$ cat src/rtl/rgb2i_pkg.sv
// rtl/rgb2i_pkg.sv - shared types and constants for the RGB-to-intensity arbiter
package rgb2i_pkg;

    typedef enum logic [1:0] {
        IDLE   = 2'd0,
        GRANT0 = 2'd1,
        GRANT1 = 2'd2
    } arb_state_t;

    localparam int RGB_W  = 24;
    localparam int I_W    = 10;
    localparam int CNT_W  = 12;

    // Luma weights scaled by 2^SHIFT; they sum to exactly 1024
    localparam int COEF_R = 306;
    localparam int COEF_G = 601;
    localparam int COEF_B = 117;
    localparam int SHIFT  = 10;

endpackage

$ cat src/rtl/rgb2i_arb_if.sv
// rtl/rgb2i_arb_if.sv - FWFT source/sink bundle between the arbiter and its FIFOs
interface rgb2i_arb_if;
    import rgb2i_pkg::*;

    logic             rgb0_empty_n;
    logic             rgb0_read;
    logic [RGB_W-1:0] rgb0_dout;
    logic             rgb1_empty_n;
    logic             rgb1_read;
    logic [RGB_W-1:0] rgb1_dout;
    logic             i_full_n;
    logic             i_write;
    logic [I_W-1:0]   i_din;
    logic             i_src;
    logic             burst_done;

    modport master (
        input  rgb0_empty_n, rgb0_dout, rgb1_empty_n, rgb1_dout, i_full_n,
        output rgb0_read, rgb1_read, i_write, i_din, i_src, burst_done
    );

    modport slave (
        output rgb0_empty_n, rgb0_dout, rgb1_empty_n, rgb1_dout, i_full_n,
        input  rgb0_read, rgb1_read, i_write, i_din, i_src, burst_done
    );

endinterface

$ cat src/rtl/rgb2i_luma.sv
// rtl/rgb2i_luma.sv - combinational BGR888 to 8-bit intensity (10-bit bus)
module rgb2i_luma
    import rgb2i_pkg::*;
(
    input  logic [RGB_W-1:0] rgb,
    output logic [I_W-1:0]   i
);

    logic [17:0] sum;

    // 1024*255 fits in 18 bits, so the unsigned sum never overflows
    assign sum = 18'(COEF_R) * 18'(rgb[7:0])
               + 18'(COEF_G) * 18'(rgb[15:8])
               + 18'(COEF_B) * 18'(rgb[23:16]);

    assign i = I_W'(sum >> SHIFT);

endmodule

$ cat src/rtl/rgb2i_arb.sv
// rtl/rgb2i_arb.sv - two-source burst arbiter feeding one intensity sink
// Optional per-source burst counters with RGB2I_ARB_STATS_EN.
module rgb2i_arb
    import rgb2i_pkg::*;
#(
    parameter int BURST_LEN = 640
) (
    input  logic        ap_clk,
    input  logic        ap_rst,
    input  logic        ap_ce,
    rgb2i_arb_if.master bus
`ifdef RGB2I_ARB_STATS_EN
    ,
    output logic [31:0] burst_cnt0,
    output logic [31:0] burst_cnt1
`endif
);

    localparam logic [CNT_W-1:0] LAST_BEAT = CNT_W'(BURST_LEN - 1);

    arb_state_t       state, state_nx;
    logic [CNT_W-1:0] cnt, cnt_nx;
    logic             last_grant, last_grant_nx;
    logic             sel;
    logic             src_ready;
    logic             xfer;
    logic             last_beat;
    logic [RGB_W-1:0] pix;

    assign sel       = (state == GRANT1);
    assign src_ready = sel ? bus.rgb1_empty_n : bus.rgb0_empty_n;
    assign pix       = sel ? bus.rgb1_dout : bus.rgb0_dout;

    always_ff @(posedge ap_clk) begin
        if (ap_rst) begin
            state      <= IDLE;
            cnt        <= '0;
            last_grant <= 1'b1;
        end else if (ap_ce) begin
            state      <= state_nx;
            cnt        <= cnt_nx;
            last_grant <= last_grant_nx;
        end
    end

    always_comb begin
        state_nx      = state;
        cnt_nx        = cnt;
        last_grant_nx = last_grant;
        xfer          = 1'b0;
        last_beat     = 1'b0;
        case (state)
            IDLE: begin
                // On a tie the source that did not own the previous burst wins
                if (bus.rgb0_empty_n && bus.rgb1_empty_n)
                    state_nx = last_grant ? GRANT0 : GRANT1;
                else if (bus.rgb0_empty_n)
                    state_nx = GRANT0;
                else if (bus.rgb1_empty_n)
                    state_nx = GRANT1;
            end
            GRANT0, GRANT1: begin
                xfer = src_ready && bus.i_full_n && ap_ce && !ap_rst;
                if (xfer) begin
                    if (cnt == LAST_BEAT) begin
                        last_beat     = 1'b1;
                        cnt_nx        = '0;
                        last_grant_nx = sel;
                        state_nx      = IDLE;
                    end else begin
                        cnt_nx = cnt + 1'b1;
                    end
                end
            end
            default: state_nx = IDLE;
        endcase
    end

    assign bus.rgb0_read  = xfer && !sel;
    assign bus.rgb1_read  = xfer && sel;
    assign bus.i_write    = xfer;
    assign bus.burst_done = last_beat;
    assign bus.i_src      = sel;

    rgb2i_luma u_luma (
        .rgb (pix),
        .i   (bus.i_din)
    );

`ifdef RGB2I_ARB_STATS_EN
    always_ff @(posedge ap_clk) begin
        if (ap_rst) begin
            burst_cnt0 <= '0;
            burst_cnt1 <= '0;
        end else if (last_beat) begin
            if (sel)
                burst_cnt1 <= burst_cnt1 + 32'd1;
            else
                burst_cnt0 <= burst_cnt0 + 32'd1;
        end
    end
`endif

endmodule

$ cat src/flat_wrapper.sv
// flat-port wrapper written by rule: the top's interface ports become plain ports
module rgb2i_arb_flat import rgb2i_pkg::*;
#(
    parameter int BURST_LEN = 640
)
  (ap_clk, ap_rst, ap_ce, bus_rgb0_empty_n, bus_rgb0_dout, bus_rgb1_empty_n, bus_rgb1_dout, bus_i_full_n, bus_rgb0_read, bus_rgb1_read, bus_i_write, bus_i_din, bus_i_src, bus_burst_done);
  rgb2i_arb_if bus_i ();
  input  logic ap_clk;
  input  logic ap_rst;
  input  logic ap_ce;
  input wire logic [$bits(bus_i.rgb0_empty_n)-1:0] bus_rgb0_empty_n;
  input wire logic [$bits(bus_i.rgb0_dout)-1:0] bus_rgb0_dout;
  input wire logic [$bits(bus_i.rgb1_empty_n)-1:0] bus_rgb1_empty_n;
  input wire logic [$bits(bus_i.rgb1_dout)-1:0] bus_rgb1_dout;
  input wire logic [$bits(bus_i.i_full_n)-1:0] bus_i_full_n;
  output wire logic [$bits(bus_i.rgb0_read)-1:0] bus_rgb0_read;
  output wire logic [$bits(bus_i.rgb1_read)-1:0] bus_rgb1_read;
  output wire logic [$bits(bus_i.i_write)-1:0] bus_i_write;
  output wire logic [$bits(bus_i.i_din)-1:0] bus_i_din;
  output wire logic [$bits(bus_i.i_src)-1:0] bus_i_src;
  output wire logic [$bits(bus_i.burst_done)-1:0] bus_burst_done;
  assign bus_i.rgb0_empty_n = bus_rgb0_empty_n;
  assign bus_i.rgb0_dout = bus_rgb0_dout;
  assign bus_i.rgb1_empty_n = bus_rgb1_empty_n;
  assign bus_i.rgb1_dout = bus_rgb1_dout;
  assign bus_i.i_full_n = bus_i_full_n;
  assign bus_rgb0_read = bus_i.rgb0_read;
  assign bus_rgb1_read = bus_i.rgb1_read;
  assign bus_i_write = bus_i.i_write;
  assign bus_i_din = bus_i.i_din;
  assign bus_i_src = bus_i.i_src;
  assign bus_burst_done = bus_i.burst_done;
  rgb2i_arb #(.BURST_LEN(BURST_LEN)) u_core (.ap_clk(ap_clk), .ap_rst(ap_rst), .ap_ce(ap_ce), .bus(bus_i));
endmodule
$ cat config.mk
export PLATFORM = sky130hd
export DESIGN_NAME = rgb2i_arb_flat
export DESIGN_NICKNAME = d
export VERILOG_FILES = /design/src/rtl/rgb2i_pkg.sv /design/src/rtl/rgb2i_arb_if.sv /design/src/rtl/rgb2i_luma.sv /design/src/rtl/rgb2i_arb.sv /design/src/flat_wrapper.sv
export SDC_FILE = /design/constraint.sdc
export NUM_CORES = 1
export LEC_CHECK = 0
export CORE_MARGIN = 1.5
export CORE_UTILIZATION = 35
export DETAILED_ROUTE_END_ITERATION = 8
export PLACE_DENSITY = 0.67
export SLEW_MARGIN = 20
export SYNTH_ARGS = -nofsm -noshare
export SYNTH_HDL_FRONTEND = slang
export SYNTH_HIERARCHICAL = 1
export SYNTH_SLANG_ARGS = --single-unit
$ cat constraint.sdc
create_clock -name ap_clk -period 8.2 [get_ports ap_clk]
set_input_delay 1.64 -clock ap_clk [delete_from_list [all_inputs] [get_ports ap_clk]]
set_output_delay 1.64 -clock ap_clk [all_outputs]
set_load 0.01 [all_outputs]
==> results of run 1 <==
-- kinds of logic (layout without fill, tap and decap cells) --
| family | count (synthesis) | in the layout | synth area share, % |
|---|---|---|---|
| DFF | 15 | 15 | 5.72 |
| and+or+nand+nor | 86 | 86 | 9.72 |
| xor gates and xnor gates | 16 | 16 | 2.67 |
| muxes | 28 | 28 | 6.01 |
| other | 1 | 2 | 0.0714 |
| adders and majority gates | 185 | 185 | 54.0 |
| buffers and inverters | 165 | 319 | 12.2 |
| AOI/OAI and AO/OA | 80 | 80 | 9.60 |
-- worst min path at each step --
| stage | depth (start not counted) | endpoint | slack (ns) |
|---|---|---|---|
| final | 2 | u_core/state[0] | 0.46 |
| after floorplan | 2 | u_core/state[0] | 0.43 |
| after global routing | 2 | u_core/state[0] | 0.48 |
| after detailed placement | 2 | u_core/state[0] | 0.46 |
| after CTS | 2 | u_core/state[0] | 0.46 |
| after global placement | 2 | u_core/state[0] | 0.45 |
-- state kept, by name (all words and copies together), names as in the netlist --
name / count
u_core/cnt: 12
u_core/state: 2
u_core/last_grant: 1
-- cell usage after synthesis (7+ instances only) --
cell	number	area share [%]
sky130_fd_sc_hd__inv_1	157	11
sky130_fd_sc_hd__ha_1	116	28
sky130_fd_sc_hd__fa_1	69	26
sky130_fd_sc_hd__a21oi_1	25	2.4
sky130_fd_sc_hd__mux2_2	24	5.1
sky130_fd_sc_hd__nand2_1	21	1.5
sky130_fd_sc_hd__dfxtp_1	15	5.7
sky130_fd_sc_hd__o21ai_0	13	1.2
sky130_fd_sc_hd__nor2_1	12	0.86
sky130_fd_sc_hd__nand4_1	9	1.1
sky130_fd_sc_hd__xnor2_1	9	1.5
sky130_fd_sc_hd__or3_1	8	0.95
sky130_fd_sc_hd__xor2_1	7	1.2
-- area by class of cell --
type / instances / area (um2) / share of cell area (%)
Timing Repair Buffer: 158 / 1350 / 17.6
Sequential cell: 15 / 300 / 3.93
Inverter: 157 / 592 / 7.75
Clock buffer: 4 / 78.8 / 1.03
Multi-Input combinational cell: 397 / 5090 / 66.7
Tap cell: 184 / 230 / 3.01
-- what timing repair did --
item                                   CTS  global route
gates resized for setup                150            24
pin swaps                               75            32
endpoints found under the hold margin    0             0
buffers inserted                        12             0
setup endpoints to repair                8             8
-- routing by layer --
layer  routed length (um)  part of all wire (%)
met2                 7150                    53
met5                    0                     0
met1                 5750                    43
met3                  410                   3.0
met4                  190                   1.4
-- worst max-delay path, stage by stage --
cell	delay (ns)
sky130_fd_sc_hd__clkdlybuf4s15_1	0.16
sky130_fd_sc_hd__mux2_4	0.31
sky130_fd_sc_hd__ha_4	0.25
sky130_fd_sc_hd__ha_4	0.24
sky130_fd_sc_hd__ha_4	0.26
sky130_fd_sc_hd__inv_2	0.03
sky130_fd_sc_hd__fa_1	0.51
sky130_fd_sc_hd__inv_2	0.05
sky130_fd_sc_hd__ha_4	0.22
sky130_fd_sc_hd__a21oi_2	0.16
sky130_fd_sc_hd__o21a_1	0.16
sky130_fd_sc_hd__o31ai_4	0.08
sky130_fd_sc_hd__xor2_1	0.16
sky130_fd_sc_hd__ha_1	0.32
sky130_fd_sc_hd__inv_2	0.06
sky130_fd_sc_hd__fa_2	0.44
sky130_fd_sc_hd__fa_1	0.54
sky130_fd_sc_hd__inv_2	0.05
sky130_fd_sc_hd__ha_4	0.27
sky130_fd_sc_hd__o21ai_2	0.14
sky130_fd_sc_hd__nand2b_1	0.09
sky130_fd_sc_hd__and3_4	0.18
sky130_fd_sc_hd__a311o_1	0.33
sky130_fd_sc_hd__a311oi_2	0.19
sky130_fd_sc_hd__buf_2	0.17
-- stage by stage --
| step | utilization, % | cells | hold WS (ns) | setup WS (ns) |
|---|---|---|---|---|
| 2_1_floorplan | - | 577 | 0.435 | -0.175 |
| 3_3_place_gp | 47.8 | 899 | 0.445 | -1.24 |
| 3_5_place_dp | 47.8 | 899 | 0.456 | -1.32 |
| 4_1_cts | 51.5 | 915 | 0.464 | -0.502 |
| 5_1_grt | 52.4 | 915 | 0.477 | -0.685 |
| 6_report | 52.4 | 915 | 0.461 | -0.463 |
==> results by group, run 1 <==
Timing
  • Worst path setup slack after routing: -0.463 ns
  • Highest attainable clock frequency: between 100 and 150 MHz
  • Final count of pins violating max slew: 0
  • Slew headroom: 54.0%
  • Transition time at the pin with the least slew margin: slightly below 0.7 ns
  • Post-layout min period: 8.66 ns
  • RSZ-0062 raised after global routing: true
  • Post-route clock period utilization: 106%
  • Setup TNS: -2.05 ns
  • Fin. Hold Viols: 0
  • Post-Route Skew: 0.00219 ns
  • Final setup violation count: 7

Global routing
  • Global routing met3 resource utilization: 1.45%
  • Global route overflow: 0
  • Global-route wire length before repair: 22,800 um
  • Initial antenna violation count: 0
  • Largest net degree at the start of global routing: 16
  • GRT Resource Usage Total: between 15 and 20%
  • Number of global-route vias before repair: approximately 5,000
  • Met1 GRT Util: a little over a fifth
  • Met2 track utilization from global routing: about a third
  • Most used routing layer in global routing: met2

Drt
  • DRC: 0
  • Wirelength per Cell: between 10 and 15 um
  • Total length of routed wires: 13,500 um
  • Vias per cell: just under 5
  • Drt initial violations: 186
  • Number of nets still failing antenna checks after routing: 0
  • Via count: 4,486
  • DRT Pass-1 Iters: 4

Finish
  • Fraction of final layout cells with drive strength greater than 1: 33.2%
  • Number of nets in the final layout: 971
  • Commonest non-fill, non-tap cell in the layout: sky130_fd_sc_hd__inv_1
  • N_diodes: 0
  • Filler cells: 1,257
  • Area of all placed cells without fillers: ~7600 um2
  • Commonest cells after routing, fill and taps aside: 142 x sky130_fd_sc_hd__inv_1, 82 x sky130_fd_sc_hd__buf_4, 80 x sky130_fd_sc_hd__ha_1
  • Syn-to-layout area delta: 45.5%

Setup path
  • Data arrival time at the worst-slack endpoint: roughly 7 ns
  • R2R setup slack: 6.01 ns
  • R2r endpoint: u_core/cnt[3]
  • Worst setup path category: in -> out
  • Destination of the critical timing path: bus_i_din[5]
  • CP max FO: 5
  • Critical Path Source: bus_rgb0_dout[6]
  • Number of cells on the worst reg-to-reg path: 7
  • Data required time at the worst endpoint: 6.56 ns
  • FF-to-FF Start: u_core/state[0]
  • Worst setup EP type: output pin
  • Startpoint types: input port

Die
  • Effective utilization at floorplan: 36.0%
  • Core box area: 14,600 um2
  • Placement row count: 44
  • Width of the die: approximately 130 um
  • Total die area: 15,700 um2
  • # IOs: 69
  • Die H: 125 um

Synthesis
  • Number of unique standard cell types used by synthesis: just under 60
  • Number of warning messages in the yosys log: 6
  • Proportion of synthesized flip-flops having asynchronous set or reset: 0%
  • Total of flip-flops plus latches after synthesis: 15
  • Main synth FF type: sky130_fd_sc_hd__dfxtp_1
  • Cell Area, Synth: 5250 um2
  • Sequential fraction of the synthesis area: 5.72%
  • Post-synth EDFFs: 0
  • Average footprint of a synthesized cell: around 9 um2
  • Number of cells produced by synthesis: 576

Clock network
  • Num Clock Sinks: 15
  • Clock tree root buffer cell: sky130_fd_sc_hd__clkbuf_16
  • Clock Latency Late Sink: 0.24 ns
  • CTS clock-pin slew for the worst setup and hold paths: 0.05 ns
  • TritonCTS clock tree: built
  • Maximum root-to-sink buffer count: 2
  • Post-cts hold buffer count: 0
  • Cts bufs inserted: 3
  • Number of H-tree levels: 1

Run
  • Number of max-cap violations: 0

Placement
  • Placed inst area: 6970 um2
  • Port Buffer Count: 66
  • GP Congestion: approximately 0.87
  • Placed wire-length estimate: 11,300 um

Min path
  • Worst hold path type: reg -> reg
  • Worst Hold Launch: u_core/state[0]

Run status
  • Result of the run: complete, but fails checks
  • Violated checks: negative setup slack
Power of run 1 is left out: the tool's default activity adds up to more than one toggle a clock period on the data nets, which glitch-free logic cannot reach.
==> run 2, diff against run 1 <==
--- a/config.mk
+++ b/config.mk
@@ -6,9 +6,9 @@
 export NUM_CORES = 1
 export LEC_CHECK = 0
 export CORE_MARGIN = 1.5
-export CORE_UTILIZATION = 35
+export CORE_UTILIZATION = 27
 export DETAILED_ROUTE_END_ITERATION = 8
-export PLACE_DENSITY = 0.67
+export PLACE_DENSITY = 0.57
 export SLEW_MARGIN = 20
 export SYNTH_ARGS = -nofsm -noshare
 export SYNTH_HDL_FRONTEND = slang
==> constraint.sdc (replaced) <==
create_clock -name ap_clk -period 8.2 [get_ports ap_clk]
set_input_delay 1.64 -clock ap_clk [delete_from_list [all_inputs] [get_ports ap_clk]]
set_output_delay 1.64 -clock ap_clk [all_outputs]
set_load 0.02 [all_outputs]
==> run 2 against run 1 <==
The run still ends with negative setup slack left. Critical path depth fell by 1. Register-to-register slack about the same. Via count fell by 2.3%. Flip-flop and latch count stayed put. Worst setup slack lost 0.032 ns. Sequential share of layout area shrank 0.19 points. Critical path type unchanged.
==> results by group, run 2 (same netlist as run 1, synthesis figures left out) <==
Run status
  • Result of the run: complete, but fails checks
  • Violated checks: negative setup slack

Global routing
  • Largest net degree at the start of global routing: 20 (+4)
  • GRT Resource Usage Total: 13.6% (-3.7 points)
  • Initial antenna violation count: 0 (unchanged)
  • Global route overflow: 0 (unchanged)
  • Global-route wire length before repair: 22,500 um (-1.6%)
  • Number of global-route vias before repair: 4,711 (-6.6%)

Finish
  • Commonest cells after routing, fill and taps aside: 139 x sky130_fd_sc_hd__inv_1, 99 x sky130_fd_sc_hd__buf_4, 77 x sky130_fd_sc_hd__ha_1
  • Number of flip-flops in the largest register: 12 (unchanged)
  • Number of nets in the final layout: 985 (+1.4%)
  • Fraction of final layout cells with drive strength greater than 1: 36.6% (+3.4 points)
  • Non-filler instance count after layout: 1,005 (+9.8%)
  • Largest regs: u_core/cnt x12, u_core/state x2, u_core/last_grant x1
  • N_diodes: 0 (unchanged)
  • Syn-to-layout area delta: 52.7%
  • Register with the most flip-flops: u_core/cnt
  • Commonest non-fill, non-tap cell in the layout: sky130_fd_sc_hd__inv_1

Clock network
  • Clock Latency Late Sink: 0.25 ns (about the same)
  • Num Clock Sinks: 15 (unchanged)
  • CTS clock-pin slew for the worst setup and hold paths: 0.05 ns (about the same)
  • Cts bufs inserted: 3 (unchanged)
  • Number of H-tree levels: 1 (unchanged)
  • Maximum root-to-sink buffer count: 2 (unchanged)
  • Post-cts hold buffer count: 0 (unchanged)
  • Clock tree root buffer cell: sky130_fd_sc_hd__clkbuf_16
  • TritonCTS clock tree: built

Drt
  • Wirelength per Cell: 12.9 um (-13%)
  • Vias per cell: 4.36 (-11%)
  • DRT Pass-1 Iters: 4 (unchanged)
  • Total length of routed wires: 12,900 um (-4.1%)
  • Number of nets still failing antenna checks after routing: 0 (unchanged)
  • Drt initial violations: 88 (-53%)
  • DRC: 0 (unchanged)
  • Via count: 4,383 (-2.3%)

Timing
  • Highest attainable clock frequency: 115 MHz (-0.37%)
  • Post-Route Skew: 0.00370 ns (+0.00151 ns)
  • Fin. Hold Viols: 0 (unchanged)
  • Worst hold slack after final layout: 0.460 ns (-0.00138 ns)
  • Worst path setup slack after routing: -0.495 ns (-0.0321 ns)
  • Post-layout min period: 8.70 ns (+0.0321 ns)
  • Transition time at the pin with the least slew margin: 0.624 ns (-0.0609 ns)
  • Post-route clock period utilization: 106% (+0.39 points)
  • Slew headroom: 58.1% (+4.1 points)
  • Final setup violation count: 8 (+1)
  • RSZ-0062 raised after global routing: true
  • Final count of pins violating max slew: 0 (unchanged)

Setup path
  • Startpoint types: input port
  • Worst setup path category: in -> out
  • Data arrival time at the worst-slack endpoint: 7.06 ns (+0.04 ns)
  • Worst setup EP type: output pin
  • CP max FO: 5 (unchanged)
  • Data required time at the worst endpoint: 6.56 ns (about the same)

Placement
  • Placed wire-length estimate: 11,000 um (-2.3%)
  • Port Buffer Count: 66 (unchanged)
  • Setup slack at placement: -1.48 ns (-0.159 ns)
  • Placed insts: 979 (+8.9%)
  • GP Congestion: 0.801 (-8.3%)

Die
  • # IOs: 69 (unchanged)
  • Total die area: 20,300 um2 (+29%)
  • Width of the die: 142 um (+14%)
  • Placement row count: 50 (+14%)
  • Effective utilization at floorplan: 27.8% (-8.2 points)
  • Core box area: 18,900 um2 (+30%)
  • Die H: 142 um (+14%)

Min path
  • Worst hold path type: reg -> reg

Run
  • Number of max-cap violations: 0 (unchanged)
-- run 2: cell types whose count changed in the layout (fill, tap and decap cells not counted), sizes merged --
cell,before,now
buf,108,122
clkbuf,4,3
clkdlybuf4s15,6,5
dlygate4sd2,2,3
clkinv,0,1
-- run 2: layer usage --
| metal | track usage [%] | wire (um) | up-vias |
|---|---|---|---|
| li1 | - | - | 2221 |
| met1 | 17.4 | 5760 | 2120 |
| met2 | 26.4 | 6970 | 35 |
| met3 | 0.370 | 172 | 7 |
| met4 | 1.03 | 46 | 0 |
| met5 | 0 | 0 | - |
-- run 2: final timing paths --
| check | from | to | slack (ns) | depth (start not counted) |
|---|---|---|---|---|
| worst max register to register | u_core/state[0] | u_core/cnt[3] | 6.02 | 7 |
| worst min-delay path | u_core/state[0] | u_core/state[0] | 0.46 | 2 |
| worst min register to register | u_core/state[0] | u_core/state[0] | 0.46 | 2 |
| worst max-delay path | bus_rgb0_dout[3] | bus_i_din[5] | -0.50 | 24 |
-- run 2: what timing repair did --
item	4_1_cts	5_1_grt
setup buffers	16	6
endpoints found under the setup margin	8	8
hold endpoints to repair	0	0
gates resized for setup	161	42
cloned	0	0
pin swaps	80	48
-- run 2: worst max-delay path, cell delays in order --
cell                       delay [ns]
sky130_fd_sc_hd__buf_6           0.09
sky130_fd_sc_hd__mux2_4          0.30
sky130_fd_sc_hd__buf_12          0.13
sky130_fd_sc_hd__ha_4            0.15
sky130_fd_sc_hd__ha_4            0.23
sky130_fd_sc_hd__fa_2            0.58
sky130_fd_sc_hd__ha_4            0.20
sky130_fd_sc_hd__ha_4            0.21
sky130_fd_sc_hd__nor2b_1         0.13
sky130_fd_sc_hd__o21a_1          0.21
sky130_fd_sc_hd__o21ai_2         0.19
sky130_fd_sc_hd__nand2_1         0.09
sky130_fd_sc_hd__o311ai_2        0.24
sky130_fd_sc_hd__ha_1            0.28
sky130_fd_sc_hd__inv_2           0.06
sky130_fd_sc_hd__fa_1            0.42
sky130_fd_sc_hd__fa_2            0.54
sky130_fd_sc_hd__inv_2           0.04
sky130_fd_sc_hd__ha_4            0.26
sky130_fd_sc_hd__and3_4          0.16
sky130_fd_sc_hd__and3_4          0.17
sky130_fd_sc_hd__a311o_1         0.34
sky130_fd_sc_hd__a311oi_4        0.22
sky130_fd_sc_hd__buf_6           0.15
-- run 2: final cells by class --
type | count | area (um2)
inverter | 157 | 592
timing repair buffer | 172 | 1500
fill | 1841 | 10900
clock buffer | 3 | 75.1
multi-input combinational | 397 | 5220
tap | 260 | 325
clock inverter | 1 | 5.00
sequential | 15 | 300
-- run 2: through the flow --
| step | cell area [um2] | util [%] | TNS [ns] |
|---|---|---|---|
| 3_5_place_dp | 7130 | 37.7 | -10.06 |
| 5_1_grt | 8020 | 42.4 | -3.97 |
| 3_3_place_gp | 7130 | 37.7 | -9.87 |
| 4_1_cts | 7760 | 41.1 | -3.11 |
| 2_1_floorplan | 5560 | - | -0.585 |
| 6_report | 8020 | 42.4 | -2.51 |
Power of run 2 is left out for the same reason.
==> run 3, diff against run 2 <==
==> constraint.sdc (replaced) <==
create_clock -name ap_clk -period 8.2 [get_ports ap_clk]
set_input_delay 1.23 -clock ap_clk [delete_from_list [all_inputs] [get_ports ap_clk]]
set_output_delay 1.23 -clock ap_clk [all_outputs]
set_load 0.02 [all_outputs]
==> run 3 against run 2 <==
The run now ends clean. Worst hold slack improved by 0.0059 ns. Global-route usage decreased by 0.11 points. Sequential share of layout area increased by 0.14 points. Die area unchanged. Register-to-register slack improved by 0.05 ns. Cell area decreased by 3.7%. Clock skew about the same. Critical path depth increased by 3. Count of clock-buffer cells in the layout increased by 1. Critical endpoint unchanged.
==> results by group, run 3 (same netlist as run 1, synthesis figures left out) <==
Setup path
  • Startpoint types: input port
  • Data arrival time at the worst-slack endpoint: 6.78 ns (-0.28 ns)
  • CP most frequent cell: sky130_fd_sc_hd__inv_2
  • Number of cells on the worst reg-to-reg path: 7 (unchanged)
  • FF-to-FF Start: u_core/state[0]
  • Data required time at the worst endpoint: 6.97 ns (+0.41 ns)
  • CP max FO: 5 (unchanged)
  • Worst setup path category: in -> out
  • R2R setup slack: 6.07 ns (+0.05 ns)
  • Critical Path Source: bus_rgb0_dout[5]
  • Crit-path max cell delay: 0.56 ns (-0.02 ns)
  • R2r endpoint: u_core/cnt[0]
  • Max stage delay cell, worst path: sky130_fd_sc_hd__fa_1
  • Worst setup EP type: output pin
  • Destination of the critical timing path: bus_i_din[5]

Timing
  • Slew headroom: 56.7% (-1.4 points)
  • Final setup violation count: 0 (-8)
  • Highest attainable clock frequency: 125 MHz (+8.5%)
  • Post-layout min period: 8.01 ns (-0.683 ns)
  • Fin. Hold Viols: 0 (unchanged)
  • Transition time at the pin with the least slew margin: 0.645 ns (+0.0215 ns)
  • RSZ-0062 raised after global routing: true
  • Post-route clock period utilization: 97.7% (-8.3 points)
  • Final count of pins violating max slew: 0 (unchanged)
  • Post-Route Skew: 0.00385 ns (+0.000152 ns)

Drt
  • DRC: 0 (unchanged)
  • DRT Pass-1 Iters: 4 (unchanged)
  • Via count: 4,382 (-0.023%)
  • Number of nets still failing antenna checks after routing: 0 (unchanged)
  • Total length of routed wires: 13,400 um (+3.8%)
  • Vias per cell: 4.38 (+0.48%)
  • Drt initial violations: 91 (+3.4%)
  • Wirelength per Cell: 13.4 um (+4.3%)

Global routing
  • Largest net degree at the start of global routing: 16 (-20%)
  • Global-route wire length before repair: 22,200 um (-1.2%)
  • Global route overflow: 0 (unchanged)
  • Initial antenna violation count: 0 (unchanged)
  • Number of global-route vias before repair: 4,667 (-0.93%)
  • GRT Resource Usage Total: 13.5% (-0.11 points)

Clock network
  • Clock tree root buffer cell: sky130_fd_sc_hd__clkbuf_16
  • TritonCTS clock tree: built
  • Maximum root-to-sink buffer count: 2 (unchanged)
  • Clock Latency Late Sink: 0.24 ns (about the same)
  • Number of H-tree levels: 1 (unchanged)
  • Num Clock Sinks: 15 (unchanged)
  • Cts bufs inserted: 3 (unchanged)
  • CTS clock-pin slew for the worst setup and hold paths: 0.04 ns (about the same)

Die
  • # IOs: 69 (unchanged)
  • Width of the die: 142 um (unchanged)
  • Total die area: 20,300 um2 (unchanged)
  • Die H: 142 um (unchanged)
  • Core box area: 18,900 um2 (unchanged)
  • Effective utilization at floorplan: 27.8% (unchanged)
  • Placement row count: 50 (unchanged)

Finish
  • Area taken by multi-input logic gates: 4960 um2 (-4.9%)
  • Fraction of final layout cells with drive strength greater than 1: 30.9% (-5.7 points)
  • Number of nets in the final layout: 980 (-0.51%)
  • Register with the most flip-flops: u_core/cnt
  • Filler cells: 1,844 (+0.16%)
  • Non-filler instance count after layout: 1,000 (-0.50%)
  • Final design utilization: 40.9% (-1.6 points)
  • Largest regs: u_core/cnt x12, u_core/state x2, u_core/last_grant x1
  • Number of flip-flops in the largest register: 12 (unchanged)
  • Syn-to-layout area delta: 47.1%
  • N_diodes: 0 (unchanged)
  • Total area of sequential cells: 300 um2 (unchanged)
  • Commonest non-fill, non-tap cell in the layout: sky130_fd_sc_hd__inv_1
  • Commonest cells after routing, fill and taps aside: 147 x sky130_fd_sc_hd__inv_1, 95 x sky130_fd_sc_hd__buf_4, 82 x sky130_fd_sc_hd__ha_1

Placement
  • GP Congestion: 0.833 (+3.9%)
  • Port Buffer Count: 66 (unchanged)
  • Placed insts: 970 (-0.92%)
  • Placed wire-length estimate: 10,900 um (-0.69%)

Run
  • Number of max-cap violations: 0 (unchanged)

Min path
  • Worst Hold Launch: u_core/state[0]
  • Worst hold path type: reg -> reg

Run status
  • Result of the run: finished clean
-- run 3: cell count changes in the layout (fill, tap and decap cells not counted), moves of 4 or more --
cell / delta
sky130_fd_sc_hd__dlymetal6s2s_1: +14
sky130_fd_sc_hd__buf_6: -10
sky130_fd_sc_hd__inv_2: -9
sky130_fd_sc_hd__inv_1: +8
sky130_fd_sc_hd__ha_4: -6
sky130_fd_sc_hd__clkdlybuf4s15_1: -5
sky130_fd_sc_hd__ha_1: +5
sky130_fd_sc_hd__xnor2_1: +5
sky130_fd_sc_hd__xnor2_2: -5
sky130_fd_sc_hd__buf_4: -4
-- run 3: critical path: cells and delay by family --
| family | cells | cell delay, ns |
|---|---|---|
| fa+ha+maj | 9 | 3.00 |
| compound gates | 6 | 1.18 |
| buf+inv | 8 | 0.64 |
| simple gates | 3 | 0.44 |
| mux | 1 | 0.27 |
-- run 3: how the worst min path moves through the flow --
stage | end | slack (ns) | cells past startpoint
floorplan | u_core/state[0] | 0.43 | 2
global placement | u_core/state[0] | 0.46 | 2
detailed placement | u_core/cnt[1] | 0.47 | 2
CTS | u_core/state[0] | 0.47 | 2
global route | u_core/state[0] | 0.48 | 2
finish | u_core/state[0] | 0.47 | 2
-- run 3: per-stage QoR --
step	setup slack (ns)	TNS [ns]	hold slack, ns	instance area, um2
5_1_grt	-0.0579	-0.0666	0.476	7720
4_1_cts	0.00235	0	0.472	7350
2_1_floorplan	0.131	0	0.435	5260
3_3_place_gp	-0.845	-5.54	0.456	6770
6_report	0.188	0	0.466	7720
3_5_place_dp	-0.934	-5.77	0.465	6770
-- run 3: cell type report --
class	count	share of cell area [%]
Sequential cell	15	3.89
Tap cell	260	4.21
Multi-Input combinational cell	397	64.3
Timing Repair Buffer	167	18.9
Inverter	157	7.70
Clock buffer	4	1.02
-- run 3: what timing repair did --
item,4_1_cts,5_1_grt
endpoints found under the hold margin,0,0
hold buffers,0,0
setup buffers,11,16
resized for setup,113,56
setup endpoints to repair,8,8
pin swaps,56,49
-- run 3: layer usage --
metal | track usage, % | up-vias | share of wire (%)
met3 | 0.673 | 10 | 2.3
met5 | 0 | - | 0
met4 | 2.01 | 0 | 1.7
met2 | 25.8 | 55 | 53
met1 | 17.0 | 2108 | 43
li1 | - | 2209 | -
Power of run 3 is left out for the same reason.
